## src/rtl/mips_pipe_pkg.sv

```systemverilog
`default_nettype none
// ============================================================================
// Module      : mips_pipe_pkg
// Description : Shared field widths, control-bit indices and register
//               constants for the 5-stage MIPS pipeline registers.
// Revision    : 1.0 - initial release
// ============================================================================
package mips_pipe_pkg;

    // Control bundle widths carried through the pipeline
    localparam int WB_W  = 2;
    localparam int M_W   = 3;
    localparam int EX_W  = 4;
    localparam int REG_W = 5;

    // WB control bits
    localparam int WB_REGWRITE = 1;
    localparam int WB_MEMTOREG = 0;

    // MEM control bits
    localparam int M_BRANCH   = 2;
    localparam int M_MEMREAD  = 1;
    localparam int M_MEMWRITE = 0;

    // EX control bits (ALUOp occupies [2:1])
    localparam int EX_REGDST = 3;
    localparam int EX_ALUSRC = 0;

    // Hard-wired zero register
    localparam logic [REG_W-1:0] REG_ZERO = 5'd0;

endpackage : mips_pipe_pkg
`default_nettype wire

```

## src/rtl/id_ex_stage_reg_load_use_detect.sv

```systemverilog
`default_nettype none
// ============================================================================
// Module      : load_use_detect
// Description : Combinational load-use hazard detector. Flags a stall when
//               the instruction in EX is a load whose destination (rt) is a
//               source of the instruction in ID. Loads to $0 never stall.
// Ports       : ex_memread - MemRead of the instruction in EX
//               ex_rt      - load destination register in EX
//               id_rs      - ID source register rs
//               id_rt      - ID source register rt
//               stall      - hazard present, insert one bubble
// Revision    : 1.0 - initial release
// ============================================================================
module load_use_detect
    import mips_pipe_pkg::*;
(
    input  logic             ex_memread,
    input  logic [REG_W-1:0] ex_rt,
    input  logic [REG_W-1:0] id_rs,
    input  logic [REG_W-1:0] id_rt,
    output logic             stall
);

    logic w_rt_nonzero;
    logic w_src_match;

    assign w_rt_nonzero = (ex_rt != REG_ZERO);
    assign w_src_match  = (ex_rt == id_rs) || (ex_rt == id_rt);
    assign stall        = ex_memread && w_rt_nonzero && w_src_match;

endmodule : load_use_detect
`default_nettype wire

```

## src/rtl/id_ex_stage_reg.sv

```systemverilog
`default_nettype none
// ============================================================================
// Module      : id_ex_stage_reg
// Description : ID/EX pipeline register with load-use hazard detection,
//               bubble insertion on stall or branch flush, PC/IF-ID write
//               enables and a saturating stall-cycle counter.
// Ports       : clk, rst_n                 - clock, async active-low reset
//               id_wb/id_m/id_ex           - decoded control from ID
//               id_pc_plus4, id_rdata1/2,
//               id_imm, id_rs/rt/rd        - operands and specifiers from ID
//               flush                      - branch taken, kill ID instruction
//               ex_*                       - registered copies presented to EX
//               pc_write, if_id_write      - front-end enables (low on stall)
//               stall_cnt                  - saturating load-use stall count
// Revision    : 1.0 - initial release
// ============================================================================
module id_ex_stage_reg
    import mips_pipe_pkg::*;
#(
    parameter int DATA_W = 32,
    parameter int CNT_W  = 16
) (
    input  logic              clk,
    input  logic              rst_n,
    input  logic [WB_W-1:0]   id_wb,
    input  logic [M_W-1:0]    id_m,
    input  logic [EX_W-1:0]   id_ex,
    input  logic [DATA_W-1:0] id_pc_plus4,
    input  logic [DATA_W-1:0] id_rdata1,
    input  logic [DATA_W-1:0] id_rdata2,
    input  logic [DATA_W-1:0] id_imm,
    input  logic [REG_W-1:0]  id_rs,
    input  logic [REG_W-1:0]  id_rt,
    input  logic [REG_W-1:0]  id_rd,
    input  logic              flush,
    output logic [WB_W-1:0]   ex_wb,
    output logic [M_W-1:0]    ex_m,
    output logic [EX_W-1:0]   ex_ctl,
    output logic [DATA_W-1:0] ex_pc_plus4,
    output logic [DATA_W-1:0] ex_rdata1,
    output logic [DATA_W-1:0] ex_rdata2,
    output logic [DATA_W-1:0] ex_imm,
    output logic [REG_W-1:0]  ex_rs,
    output logic [REG_W-1:0]  ex_rt,
    output logic [REG_W-1:0]  ex_rd,
    output logic              pc_write,
    output logic              if_id_write,
    output logic [CNT_W-1:0]  stall_cnt
);

    localparam logic [CNT_W-1:0] c_cnt_max = {CNT_W{1'b1}};
    localparam logic [CNT_W-1:0] c_cnt_one = {{(CNT_W-1){1'b0}}, 1'b1};

    logic [WB_W-1:0]   r_ex_wb;
    logic [M_W-1:0]    r_ex_m;
    logic [EX_W-1:0]   r_ex_ctl;
    logic [DATA_W-1:0] r_ex_pc_plus4;
    logic [DATA_W-1:0] r_ex_rdata1;
    logic [DATA_W-1:0] r_ex_rdata2;
    logic [DATA_W-1:0] r_ex_imm;
    logic [REG_W-1:0]  r_ex_rs;
    logic [REG_W-1:0]  r_ex_rt;
    logic [REG_W-1:0]  r_ex_rd;
    logic [CNT_W-1:0]  r_stall_cnt;

    logic w_stall;
    logic w_bubble;
    logic w_front_en;

    // Hazard check compares the load now in EX against the operands in ID
    load_use_detect u_load_use_detect (
        .ex_memread (r_ex_m[M_MEMREAD]),
        .ex_rt      (r_ex_rt),
        .id_rs      (id_rs),
        .id_rt      (id_rt),
        .stall      (w_stall)
    );

    // Flush overrides the stall so the branch redirect is not blocked
    assign w_front_en = !w_stall || flush;
    assign w_bubble   = w_stall || flush;

    // Control is zeroed on a bubble so it can never write or touch memory;
    // data and specifiers still load to stay deterministic.
    always_ff @(posedge clk or negedge rst_n) begin
        if (!rst_n) begin
            r_ex_wb       <= '0;
            r_ex_m        <= '0;
            r_ex_ctl      <= '0;
            r_ex_pc_plus4 <= '0;
            r_ex_rdata1   <= '0;
            r_ex_rdata2   <= '0;
            r_ex_imm      <= '0;
            r_ex_rs       <= '0;
            r_ex_rt       <= '0;
            r_ex_rd       <= '0;
        end else begin
            if (w_bubble) begin
                r_ex_wb  <= '0;
                r_ex_m   <= '0;
                r_ex_ctl <= '0;
            end else begin
                r_ex_wb  <= id_wb;
                r_ex_m   <= id_m;
                r_ex_ctl <= id_ex;
            end
            r_ex_pc_plus4 <= id_pc_plus4;
            r_ex_rdata1   <= id_rdata1;
            r_ex_rdata2   <= id_rdata2;
            r_ex_imm      <= id_imm;
            r_ex_rs       <= id_rs;
            r_ex_rt       <= id_rt;
            r_ex_rd       <= id_rd;
        end
    end

    // Counts only stalls that actually hold the front end; saturates
    always_ff @(posedge clk or negedge rst_n) begin
        if (!rst_n) begin
            r_stall_cnt <= '0;
        end else if (w_stall && !flush && (r_stall_cnt != c_cnt_max)) begin
            r_stall_cnt <= r_stall_cnt + c_cnt_one;
        end
    end

    assign ex_wb       = r_ex_wb;
    assign ex_m        = r_ex_m;
    assign ex_ctl      = r_ex_ctl;
    assign ex_pc_plus4 = r_ex_pc_plus4;
    assign ex_rdata1   = r_ex_rdata1;
    assign ex_rdata2   = r_ex_rdata2;
    assign ex_imm      = r_ex_imm;
    assign ex_rs       = r_ex_rs;
    assign ex_rt       = r_ex_rt;
    assign ex_rd       = r_ex_rd;
    assign pc_write    = w_front_en;
    assign if_id_write = w_front_en;
    assign stall_cnt   = r_stall_cnt;

endmodule : id_ex_stage_reg
`default_nettype wire

```

## config.mk

```make
export PLATFORM = sky130hd
export DESIGN_NAME = id_ex_stage_reg
export DESIGN_NICKNAME = d
export VERILOG_FILES = /design/src/rtl/mips_pipe_pkg.sv /design/src/rtl/id_ex_stage_reg_load_use_detect.sv /design/src/rtl/id_ex_stage_reg.sv
export SDC_FILE = /design/constraint.sdc
export NUM_CORES = 1
export LEC_CHECK = 0
export CORE_AREA = 2 2 128 130
export DETAILED_ROUTE_END_ITERATION = 10
export DIE_AREA = 0 0 130 132
export GPL_TIMING_DRIVEN = 0
export PLACE_DENSITY = 0.71
export SYNTH_ARGS = -nofsm -noshare
export SYNTH_HDL_FRONTEND = slang
export SYNTH_SLANG_ARGS = --single-unit
```

## constraint.sdc

```tcl
create_clock -name clk -period 2.3 [get_ports clk]
set_input_delay 0.46 -clock clk [delete_from_list [all_inputs] [get_ports clk]]
set_output_delay 0.46 -clock clk [all_outputs]
set_load 0.03 [all_outputs]
```

==> key figures, run 1 <==
Outcome
  – Status: finished, violations left
  – Failing checks: hold timing, setup timing

Worst setup path
  – FF-to-FF path depth: 7
  – Delay-heaviest family, CP: simple AND/OR/NAND/NOR gates
  – R2R Setup Slk: 0.17 ns
  – Critical path startpoint category: flip-flop
  – RR Endpoint: stall_cnt[14]$_DFFE_PN0P_
  – CP Cell Sequence: or4_4, o21ai_4, or2_4, nand2b_4, buf_6, buf_6
  – CP dominant cell by count: buf_6
  – CP max FO: 4
  – Required @ worst endpoint: 1.84 ns
  – Worst Path Class, Setup: reg -> out
  – Buf/Inv on CP: 2
  – WP data arrival: 1.97 ns
  – Largest stage delay, worst path: 0.51 ns
  – CP Depth: 6
  – CP max-delay cell: or4_4
  – Crit path capture type: output pin
  – Reg2reg start: ex_rt[0]$_DFF_PN0_

Clocking
  – CTS Hold Bufs: 0
  – Root buf cell: clkbuf_16
  – Worst-Skew Late Latency: 0.41 ns
  – Worst-path clk slew: 0.06 ns
  – TritonCTS sink count: 168
  – TritonCTS clock tree: built
  – H-tree lvl count: 4
  – TritonCTS Buffers: 17
  – Longest Clk Path Bufs: 2

Yosys
  – Syn Inst Count: 261
  – Largest area contributor in the netlist: dfrtp_1
  – Post-synthesis sequential area ratio: 0.853
  – Compound-Gate Fraction of Synth Area: 0.0150
  – Simple-gate share of the synthesized area: 0.0719
  – Post-Syn Area: 4930 um2
  – #FFs+latches synth: 168
  – Synth Area in Adders: 0.00254
  – Mux cell area share after synthesis: 0.00533
  – Most area-consuming cells after synthesis: dfrtp_1 (85%), xnor2_1 (2.5%), xor2_1 (1.6%), nor4_2 (1.5%), and2_1 (1.3%)
  – Yosys top cell area share: 0.853
  – Top-count cell post-synth: dfrtp_1
  – Syn avg cell area: 18.9 um2
  – Unique masters post-synth: 36
  – Post-synth ARST share: 1.00
  – Largest family of logic cells by synthesized area: simple AND/OR/NAND/NOR gates
  – Post-Syn Nets: 417
  – Post-synthesis xor/xnor area fraction: 0.0442
  – Yosys Warn Count: 0
  – EDFF count, synth: 0
  – Top FF cell, synth: dfrtp_1
  – Synth top cells by count: dfrtp_1 (168), xnor2_1 (14), and2_1 (10)

Finish
  – Footprint of the multi-input gates: 708 um2
  – Design area: 9150 um2
  – Register Area: 4210 um2
  – Area grow syn2layout: 85.7%
  – FILL cells: 1,222
  – Layout cells sized above 1: 0.101
  – Nets: 764

STA
  – Final Critical Period: 2.43 ns
  – Min Hold Slack: -0.0102 ns
  – Clock Skew: 0.00669 ns
  – Fin. max-slew vios: 0
  – Worst Max-Slew Pin Slew: 0.557 ns
  – Worst Slack Setup Final: -0.132 ns
  – Max Fclk: 411 MHz
  – Final Setup Violations: 2
  – RSZ-0062 raised after global routing: true
  – Fin crit share: 1.06
  – Max-slew headroom: 0.629
  – Endpoints failing hold: 4

Global route
  – Total gr overflow: 0
  – Antenna violations before repair: 1
  – Vias in the first global route: 3,750
  – Global-route wire length before repair: 21,300 um
  – Pin count of the biggest net entering global routing: 97
  – Overall routing resource usage: 0.168

Detailed routing
  – Wire per inst: 16.9 um
  – Antenna-violating nets left: 0
  – Initial DRT Pass Iterations: 4
  – Via count: 3,464
  – Initial DRC Count: 64
  – DRC viols: 0
  – Drt total wl: 14,100 um
  – Drt via density: 4.13

Floorplan
  – Starting Density: 0.314
  – Die X-Extent: 130 um
  – Std-Cell Rows: 46
  – Die height: 132 um
  – # IOs: 325
  – Die area: 17,200 um2
  – Core area: 15,700 um2

Place
  – Cell Area, Placed: 8490 um2
  – Placer Congestion: 0.828
  – Placed wire-length estimate: 11,100 um
  – IO Port Bufs: 324

Power
  – LEAKAGE: 3.85 nW
  – Final Total Pwr: 7.16 mW
  – Power Density: 782 nW/um2
  – Worst vdd rail ir drop: 0.000443 V

Run
  – Max_cap viols: 0

Worst hold path
  – Tightest Hold Check Type: in -> async
-- worst reg2reg max path: stages, from the launching register on --
cell	delay [ns]
dfrtp_2	0.40
buf_4	0.15
xnor2_1	0.15
nand3_1	0.17
o22a_1	0.32
buf_6	0.18
nor4_1	0.29
mux2_1	0.35
-- placed cells by master, fill, tap and decap left out, types with 3 or more instances in the layout --
master and n:
clkdlybuf4s50_1 321, dfrtp_1 166, clkbuf_16 17, xnor2_1 14, and2_1 10, nand3_1 9
xor2_1 9, nand2_1 8, nor4_2 6, buf_4 5, clkbuf_8 5, buf_6 3
nand4_1 3, inv_6 3
-- stage by stage --
| stage | utilization | setup TNS (ns) | worst slack [ns] | cells |
|---|---|---|---|---|
| 5_1_grt | 0.582 | -0.392 | -0.202 | 838 |
| 4_1_cts | 0.582 | -0.374 | -0.191 | 837 |
| 3_5_place_dp | 0.540 | -1.94 | -0.691 | 802 |
| 6_report | 0.582 | -0.253 | -0.132 | 838 |
| 3_3_place_gp | 0.538 | -954.91 | -6.27 | 801 |
| 2_1_floorplan | - | 0 | 0.0113 | 261 |
-- cells by family after synthesis --
kind of cell / Yosys count
AND/OR/NAND/NOR: 53
XOR/XNOR: 24
flip-flops: 168
buffers and inverters: 6
multiplexers: 2
AO/OA/AOI/OAI: 7
adder cells (fa/ha/maj): 1
-- worst max-delay path by stage --
stage / start / to / slack (ns)
6_report: ex_rt[2]$_DFF_PN0_ / pc_write / -0.13
3_5_place_dp: id_rs[0] / pc_write / -0.69
5_1_grt: ex_rt[0]$_DFF_PN0_ / pc_write / -0.20
4_1_cts: ex_rt[3]$_DFF_PN0_ / pc_write / -0.19
2_1_floorplan: ex_rt[0]$_DFF_PN0_ / pc_write / 0.01
3_3_place_gp: rst_n / ex_rt[0]$_DFF_PN0_ / -6.27
-- area by class of cell --
cell class	instances	share of cell area
antenna	1	0.000273
buffer	4	0.00369
clock buffer	22	0.0540
clock inverter	10	0.0142
inverter	1	0.000410
multi-input combinational	87	0.0774
sequential	168	0.460
tap	216	0.0295
timing repair buffer	329	0.361
-- metal layers --
metal,global-route usage,vias to the layer above,wire length (um)
li1,-,1557,-
met1,0.183,1693,5040
met2,0.289,186,7460
met3,0.0580,28,1200
met4,0.0830,0,444
met5,0,-,0
-- power breakdown --
| group | switching [mW] | internal, mW | leakage, nW | total, mW |
|---|---|---|---|---|
| clock | 1.16 | 1.77 | 0.302 | 2.93 |
| combinational | 0.533 | 0.533 | 1.54 | 1.07 |
| sequential | 0.0608 | 3.11 | 2.00 | 3.17 |
-- state kept, by name, indices dropped and copies added, names as in the netlist --
name,flops
ex_rt,5
ex_rs,5
ex_rd,5
ex_ctl,4
ex_imm,32
ex_pc_plus4,32
ex_rdata1,32
ex_rdata2,32
ex_wb,2
stall_cnt,16
ex_m,3
-- what timing repair did --
action                     4_1_cts  5_1_grt
pin swaps                        3        3
setup endpoints to repair        2        2
resized for setup               14        1
buffers inserted                 4        0
Note: power is estimated with default switching activity, not from simulation.
==> inputs of run 2 (changes only) <==
CAP_MARGIN = 20   (was unset)
clock period = 2.8 ns   (was 2.3 ns; I/O delays follow)
==> run 2 against run 1 <==
Against the previous run:
- the flow now finishes without violations
- clock-buffer cell count fell by 2
- setup slack improved by 0.28 ns
- flip-flop and latch count did not move
- critical path depth did not move
- final cell count fell by 0.12%
- power fell by 16%
- via count rose by 0.29%
- critical path type unchanged
- critical endpoint unchanged
- sequential share of layout area barely moved
- worst hold slack improved by 0.23 ns
==> key figures, run 2 (synthesis gave the netlist of run 1 again) <==
Outcome
  – Status: completed

STA
  – Clock Skew: 0.00851 ns (+0.00182 ns)
  – Fin. max-slew vios: 0 (unchanged)
  – Final Setup Violations: 0 (-2)
  – Final Critical Period: 2.65 ns
  – Fin crit share: 0.946
  – Min Hold Slack: 0.220 ns (+0.230 ns)
  – Worst Slack Setup Final: 0.151 ns (+0.283 ns)
  – Endpoints failing hold: 0 (-4)
  – Max Fclk: 378 MHz
  – RSZ-0062 raised after global routing: false
  – Max-slew headroom: 0.452 (-0.177)
  – Worst Max-Slew Pin Slew: 0.822 ns (+0.266 ns)

Worst setup path
  – Largest stage delay, worst path: 0.50 ns (about the same)
  – R2R Setup Slk: 0.67 ns (+0.50 ns)
  – Critical path startpoint category: flip-flop
  – CP max FO: 6 (+2)
  – RR Endpoint: stall_cnt[14]$_DFFE_PN0P_
  – Reg2reg start: ex_rt[0]$_DFF_PN0_
  – WP data arrival: 2.09 ns (+0.12 ns)
  – Crit path capture type: output pin
  – CP max-delay cell: or4_4
  – FF-to-FF path depth: 7 (unchanged)
  – CP dominant cell by count: buf_4
  – Worst Path Class, Setup: reg -> out
  – CP Cell Sequence: or4_4, o21ai_4, or2_4, nand2b_4, buf_4, buf_4
  – Required @ worst endpoint: 2.24 ns (+0.40 ns)

Detailed routing
  – DRC viols: 0 (unchanged)
  – Initial DRC Count: 113 (+77%)
  – Antenna-violating nets left: 0 (unchanged)
  – Via count: 3,474 (+0.29%)
  – Wire per inst: 18.1 um (+7.2%)
  – Initial DRT Pass Iterations: 6 (+2)
  – Drt via density: 4.15 (+0.41%)
  – Drt total wl: 15,100 um (+7.1%)

Place
  – DP Cell Count: 802 (unchanged)
  – Placer Congestion: 0.888 (+7.2%)
  – Dpl ws: -0.287 ns (+0.403 ns)
  – IO Port Bufs: 324 (unchanged)
  – Placed wire-length estimate: 12,000 um (+7.8%)
  – Cell Area, Placed: 8470 um2 (-0.21%)

Floorplan
  – Die X-Extent: 130 um (unchanged)
  – Die area: 17,200 um2 (unchanged)
  – Core area: 15,700 um2 (unchanged)
  – Starting Density: 0.314 (unchanged)
  – Die height: 132 um (unchanged)
  – # IOs: 325 (unchanged)
  – Std-Cell Rows: 46 (unchanged)

Finish
  – Fin cells: 837 (-0.12%)
  – Design area: 9150 um2 (unchanged)
  – Footprint of the multi-input gates: 701 um2 (-1.1%)
  – Commonest non-fill, non-tap cell in the layout: clkdlybuf4s50_1
  – Layout cells sized above 1: 0.0984 (-0.00306)
  – Commonest non-fill, non-tap cells in the layout: clkdlybuf4s50_1 (321), dfrtp_1 (167), clkbuf_16 (17)
  – Area grow syn2layout: 85.7% (unchanged)
  – Register Area: 4210 um2 (about the same)
  – FILL cells: 1,255 (+2.7%)
  – Nets: 763 (-0.13%)

Global route
  – Pin count of the biggest net entering global routing: 90 (-7.2%)
  – Overall routing resource usage: 0.182 (+0.0138)
  – Total gr overflow: 0 (unchanged)
  – Antenna violations before repair: 2 (+1)
  – Vias in the first global route: 3,903 (+4.1%)
  – Global-route wire length before repair: 23,000 um (+7.8%)

Clocking
  – H-tree lvl count: 4 (unchanged)
  – Root buf cell: clkbuf_16
  – TritonCTS sink count: 168 (unchanged)
  – Worst-path clk slew: 0.06 ns (about the same)
  – TritonCTS Buffers: 17 (unchanged)
  – Longest Clk Path Bufs: 2 (unchanged)
  – TritonCTS clock tree: built
  – Worst-Skew Late Latency: 0.42 ns (about the same)

Run
  – Max_cap viols: 0 (unchanged)

Power
  – LEAKAGE: 3.85 nW (+0.21%)
  – Power Density: 657 nW/um2 (-16%)
  – Worst vdd rail ir drop: 0.000372 V (-16%)

Worst hold path
  – Tightest Hold Check Type: in -> async
[run 2: critical path, delay by kind of cell (launching register included)]
kind,cells,cell delay [ns]
simple gates,3,0.83
flops,1,0.44
buf+inv,2,0.24
compound gates,1,0.17
[run 2: routing by layer]
metal | track usage | share of wire | vias to the layer above
met5 | 0 | 0 | -
met4 | 0.0908 | 0.032 | 0
met3 | 0.0759 | 0.094 | 33
met2 | 0.296 | 0.50 | 186
met1 | 0.205 | 0.37 | 1704
li1 | - | - | 1551
[run 2: area by class of cell]
class	instances	area share
Clock inverter	12	0.0202
Buffer	4	0.00328
Inverter	1	0.000410
Sequential cell	168	0.460
Timing Repair Buffer	328	0.359
Multi-Input combinational cell	87	0.0766
Clock buffer	20	0.0510
Tap cell	216	0.0295
Antenna cell	1	0.000273
[run 2: repair_timing]
action,CTS,global route
hold buffers,0,0
buffers inserted,3,0
resized for setup,12,4
setup endpoints to repair,2,2
pin swaps,1,0
[run 2: worst max-delay path by stage]
| stage | slack [ns] | startpoint | depth (start not counted) | to |
|---|---|---|---|---|
| after floorplan | 0.16 | ex_rt[0]$_DFF_PN0_ | 6 | pc_write |
| after global routing | 0.05 | ex_rt[0]$_DFF_PN0_ | 6 | pc_write |
| after CTS | 0.03 | ex_rt[0]$_DFF_PN0_ | 7 | pc_write |
| after detailed placement | -0.29 | id_rs[0] | 7 | pc_write |
| final | 0.15 | ex_rt[2]$_DFF_PN0_ | 6 | pc_write |
| after global placement | -5.24 | rst_n | 1 | ex_rdata2[23]$_DFF_PN0_ |
[run 2: where the power goes]
part	leakage, nW	switching (mW)	internal (mW)
Sequential	2.00	0.0534	2.55
Clock	0.318	0.953	1.58
Combinational	1.53	0.442	0.436
Total	3.85	1.45	4.57
[run 2: per-stage QoR]
| step | total power, mW | setup TNS (ns) | utilization |
|---|---|---|---|
| 2_1_floorplan | 2.96 | 0 | - |
| 3_3_place_gp | 3.51 | -878.29 | 0.537 |
| 3_5_place_dp | 3.53 | -0.457 | 0.539 |
| 4_1_cts | 6.09 | 0 | 0.582 |
| 5_1_grt | 6.26 | 0 | 0.582 |
| 6_report | 6.01 | 0 | 0.582 |
==> inputs of run 3 (changes only) <==
CELL_PAD_IN_SITES_DETAIL_PLACEMENT = 1   (was unset)
CELL_PAD_IN_SITES_GLOBAL_PLACEMENT = 2   (was unset)
CORE_AREA = unset   (was 2 2 128 130)
CORE_UTILIZATION = 24   (was unset)
DIE_AREA = unset   (was 0 0 130 132)
PLACE_DENSITY = unset   (was 0.71)
PLACE_DENSITY_LB_ADDON = 0.1   (was unset)
==> run 3 against run 2 <==
Against the previous run:
- setup slack improved by 0.0056 ns
- worst hold slack got worse by 0.18 ns
- sequential power about the same
- critical path type unchanged
==> key figures, run 3 (synthesis gave the netlist of run 1 again) <==
STA
  – Final Critical Period: 2.64 ns (-0.00562 ns)
  – Max-slew headroom: 0.568 (+0.117)
  – Fin. max-slew vios: 0 (unchanged)
  – Endpoints failing hold: 0 (unchanged)
  – Fin crit share: 0.944 (-0.00201)
  – Max Fclk: 378 MHz (+0.21%)
  – Worst Max-Slew Pin Slew: 0.647 ns (-0.175 ns)
  – Worst Slack Setup Final: 0.157 ns (+0.00562 ns)
  – Final Setup Violations: 0 (unchanged)
  – RSZ-0062 raised after global routing: false
  – Clock Skew: 0.00879 ns (+0.000280 ns)

Floorplan
  – Core area: 20,200 um2 (+28%)
  – # IOs: 325 (unchanged)
  – Die X-Extent: 145 um (+12%)
  – Die height: 145 um (+10%)
  – Die area: 21,100 um2 (+23%)
  – Std-Cell Rows: 52 (+13%)
  – Starting Density: 0.244 (-0.0693)

Worst hold path
  – Tightest Hold Check Type: in -> async

Place
  – Placed wire-length estimate: 12,900 um (+7.8%)
  – IO Port Bufs: 324 (unchanged)
  – Placer Congestion: 0.771 (-13%)
  – Dpl ws: -0.380 ns (-0.0931 ns)

Worst setup path
  – R2R Setup Slk: 0.69 ns (+0.02 ns)
  – WP data arrival: 2.08 ns (about the same)
  – Worst Path Class, Setup: reg -> out
  – Required @ worst endpoint: 2.24 ns (about the same)
  – Critical path startpoint category: flip-flop
  – CP Cell Sequence: or4_4, o21ai_4, or2_4, nand2b_4, buf_4, buf_2
  – CP max-delay cell: or4_4
  – Largest stage delay, worst path: 0.53 ns (+0.03 ns)
  – Crit path capture type: output pin
  – CP max FO: 4 (-2)

Power
  – LEAKAGE: 3.86 nW (about the same)
  – Worst vdd rail ir drop: 0.000390 V (+4.8%)
  – Power Density: 654 nW/um2 (-0.48%)

Global route
  – Pin count of the biggest net entering global routing: 113 (+26%)
  – Vias in the first global route: 3,808 (-2.4%)
  – Global-route wire length before repair: 25,100 um (+9.5%)
  – Overall routing resource usage: 0.164 (-0.0187)
  – Total gr overflow: 0 (unchanged)
  – Antenna violations before repair: 1 (-1)

Finish
  – Commonest non-fill, non-tap cells in the layout: clkdlybuf4s50_1 (321), dfrtp_1 (167), clkbuf_16 (17)
  – Commonest non-fill, non-tap cell in the layout: clkdlybuf4s50_1
  – FILL cells: 2,022 (+61%)
  – Area grow syn2layout: 87.2%
  – Core Util, Final: 0.457 (-0.125)
  – Layout cells sized above 1: 0.0984 (unchanged)
  – Nets: 764 (+0.13%)

Detailed routing
  – Initial DRT Pass Iterations: 4 (-2)
  – Drt via density: 3.91 (-5.8%)
  – DRC viols: 0 (unchanged)
  – Antenna-violating nets left: 0 (unchanged)
  – Initial DRC Count: 78 (-31%)
  – Drt total wl: 16,600 um (+9.6%)
  – Wire per inst: 18.6 um (+2.9%)
  – Via count: 3,484 (+0.29%)

Clocking
  – CTS Hold Bufs: 0 (unchanged)
  – Worst-path clk slew: 0.07 ns (about the same)
  – Root buf cell: clkbuf_16
  – TritonCTS Buffers: 17 (unchanged)
  – Longest Clk Path Bufs: 2 (unchanged)
  – TritonCTS clock tree: built
  – H-tree lvl count: 4 (unchanged)
  – Worst-Skew Late Latency: 0.42 ns (about the same)
  – TritonCTS sink count: 168 (unchanged)

Run
  – Max_cap viols: 0 (unchanged)

Outcome
  – Status: completed
==> run 3: cell types whose count changed in the layout (fill, tap and decap cells not counted), sizes merged <==
cell      delta
clkinv       +1
buf          +1
clkinvlp     -1
inv          +1
clkbuf       -2
==> run 3: path summary, 6_finish.rpt <==
path / from / endpoint / cells after the start
max in group asynchronous: rst_n / ex_rdata2[27]$_DFF_PN0_ / 2
worst max register to register: ex_rt[0]$_DFF_PN0_ / stall_cnt[14]$_DFFE_PN0P_ / 7
worst max-delay path: ex_rt[3]$_DFF_PN0_ / pc_write / 6
worst min register to register: stall_cnt[7]$_DFFE_PN0P_ / stall_cnt[7]$_DFFE_PN0P_ / 1
min in group clk: stall_cnt[7]$_DFFE_PN0P_ / stall_cnt[7]$_DFFE_PN0P_ / 1
worst min-delay path: rst_n / stall_cnt[0]$_DFFE_PN0P_ / 1
==> run 3: per-layer routing <==
| layer | share of wire | GRT usage | up-vias |
|---|---|---|---|
| met5 | 0 | 0 | - |
| li1 | - | - | 1556 |
| met4 | 0.023 | 0.0679 | 0 |
| met2 | 0.50 | 0.275 | 185 |
| met3 | 0.085 | 0.0654 | 24 |
| met1 | 0.39 | 0.184 | 1719 |
==> run 3: repair_timing <==
| action | 4_1_cts | 5_1_grt |
|---|---|---|
| resized for setup | 13 | 1 |
| setup buffers | 1 | 3 |
| pin swaps | 1 | 1 |
| gates cloned | 0 | 0 |
| endpoints found under the setup margin | 2 | 1 |
==> run 3: area by class of cell <==
type | count | area, um2 | share of cell area
multi-input cells | 87 | 701 | 0.0760
well taps | 270 | 338 | 0.0366
inverters | 1 | 3.75 | 0.000407
clock inverters | 13 | 209 | 0.0227
repair buffers | 329 | 3300 | 0.357
diodes | 1 | 2.50 | 0.000271
clock buffers | 18 | 439 | 0.0476
flip-flops and latches | 168 | 4210 | 0.456
plain buffers | 4 | 30.0 | 0.00326
==> run 3: power breakdown <==
| part | switching, mW | total [mW] | internal, mW |
|---|---|---|---|
| combinational | 0.442 | 0.879 | 0.437 |
| sequential | 0.0524 | 2.60 | 2.55 |
| clock | 1.01 | 2.55 | 1.54 |
| total | 1.50 | 6.03 | 4.53 |
==> run 3: worst max-delay path: cells and delay by family (launching register included) <==
kind                   cells  cell delay (ns)
flip-flops                 1             0.44
AO/OA/AOI/OAI              1             0.17
AND/OR/NAND/NOR            3             0.79
buffers and inverters      2             0.28
==> run 3: per-stage QoR <==
stage / total power, mW / cells / hold slack (ns) / cell area, um2 / TNS, ns
6_report: 6.03 / 891 / 0.0356 / 9220 / 0
5_1_grt: 6.28 / 891 / 0.0571 / 9220 / 0
4_1_cts: 6.14 / 887 / 0.0490 / 9200 / 0
3_5_place_dp: 3.53 / 856 / 0.506 / 8540 / -0.650
3_3_place_gp: 3.52 / 855 / 0.493 / 8510 / -982.90
2_1_floorplan: 2.96 / 261 / 0.264 / 4930 / 0
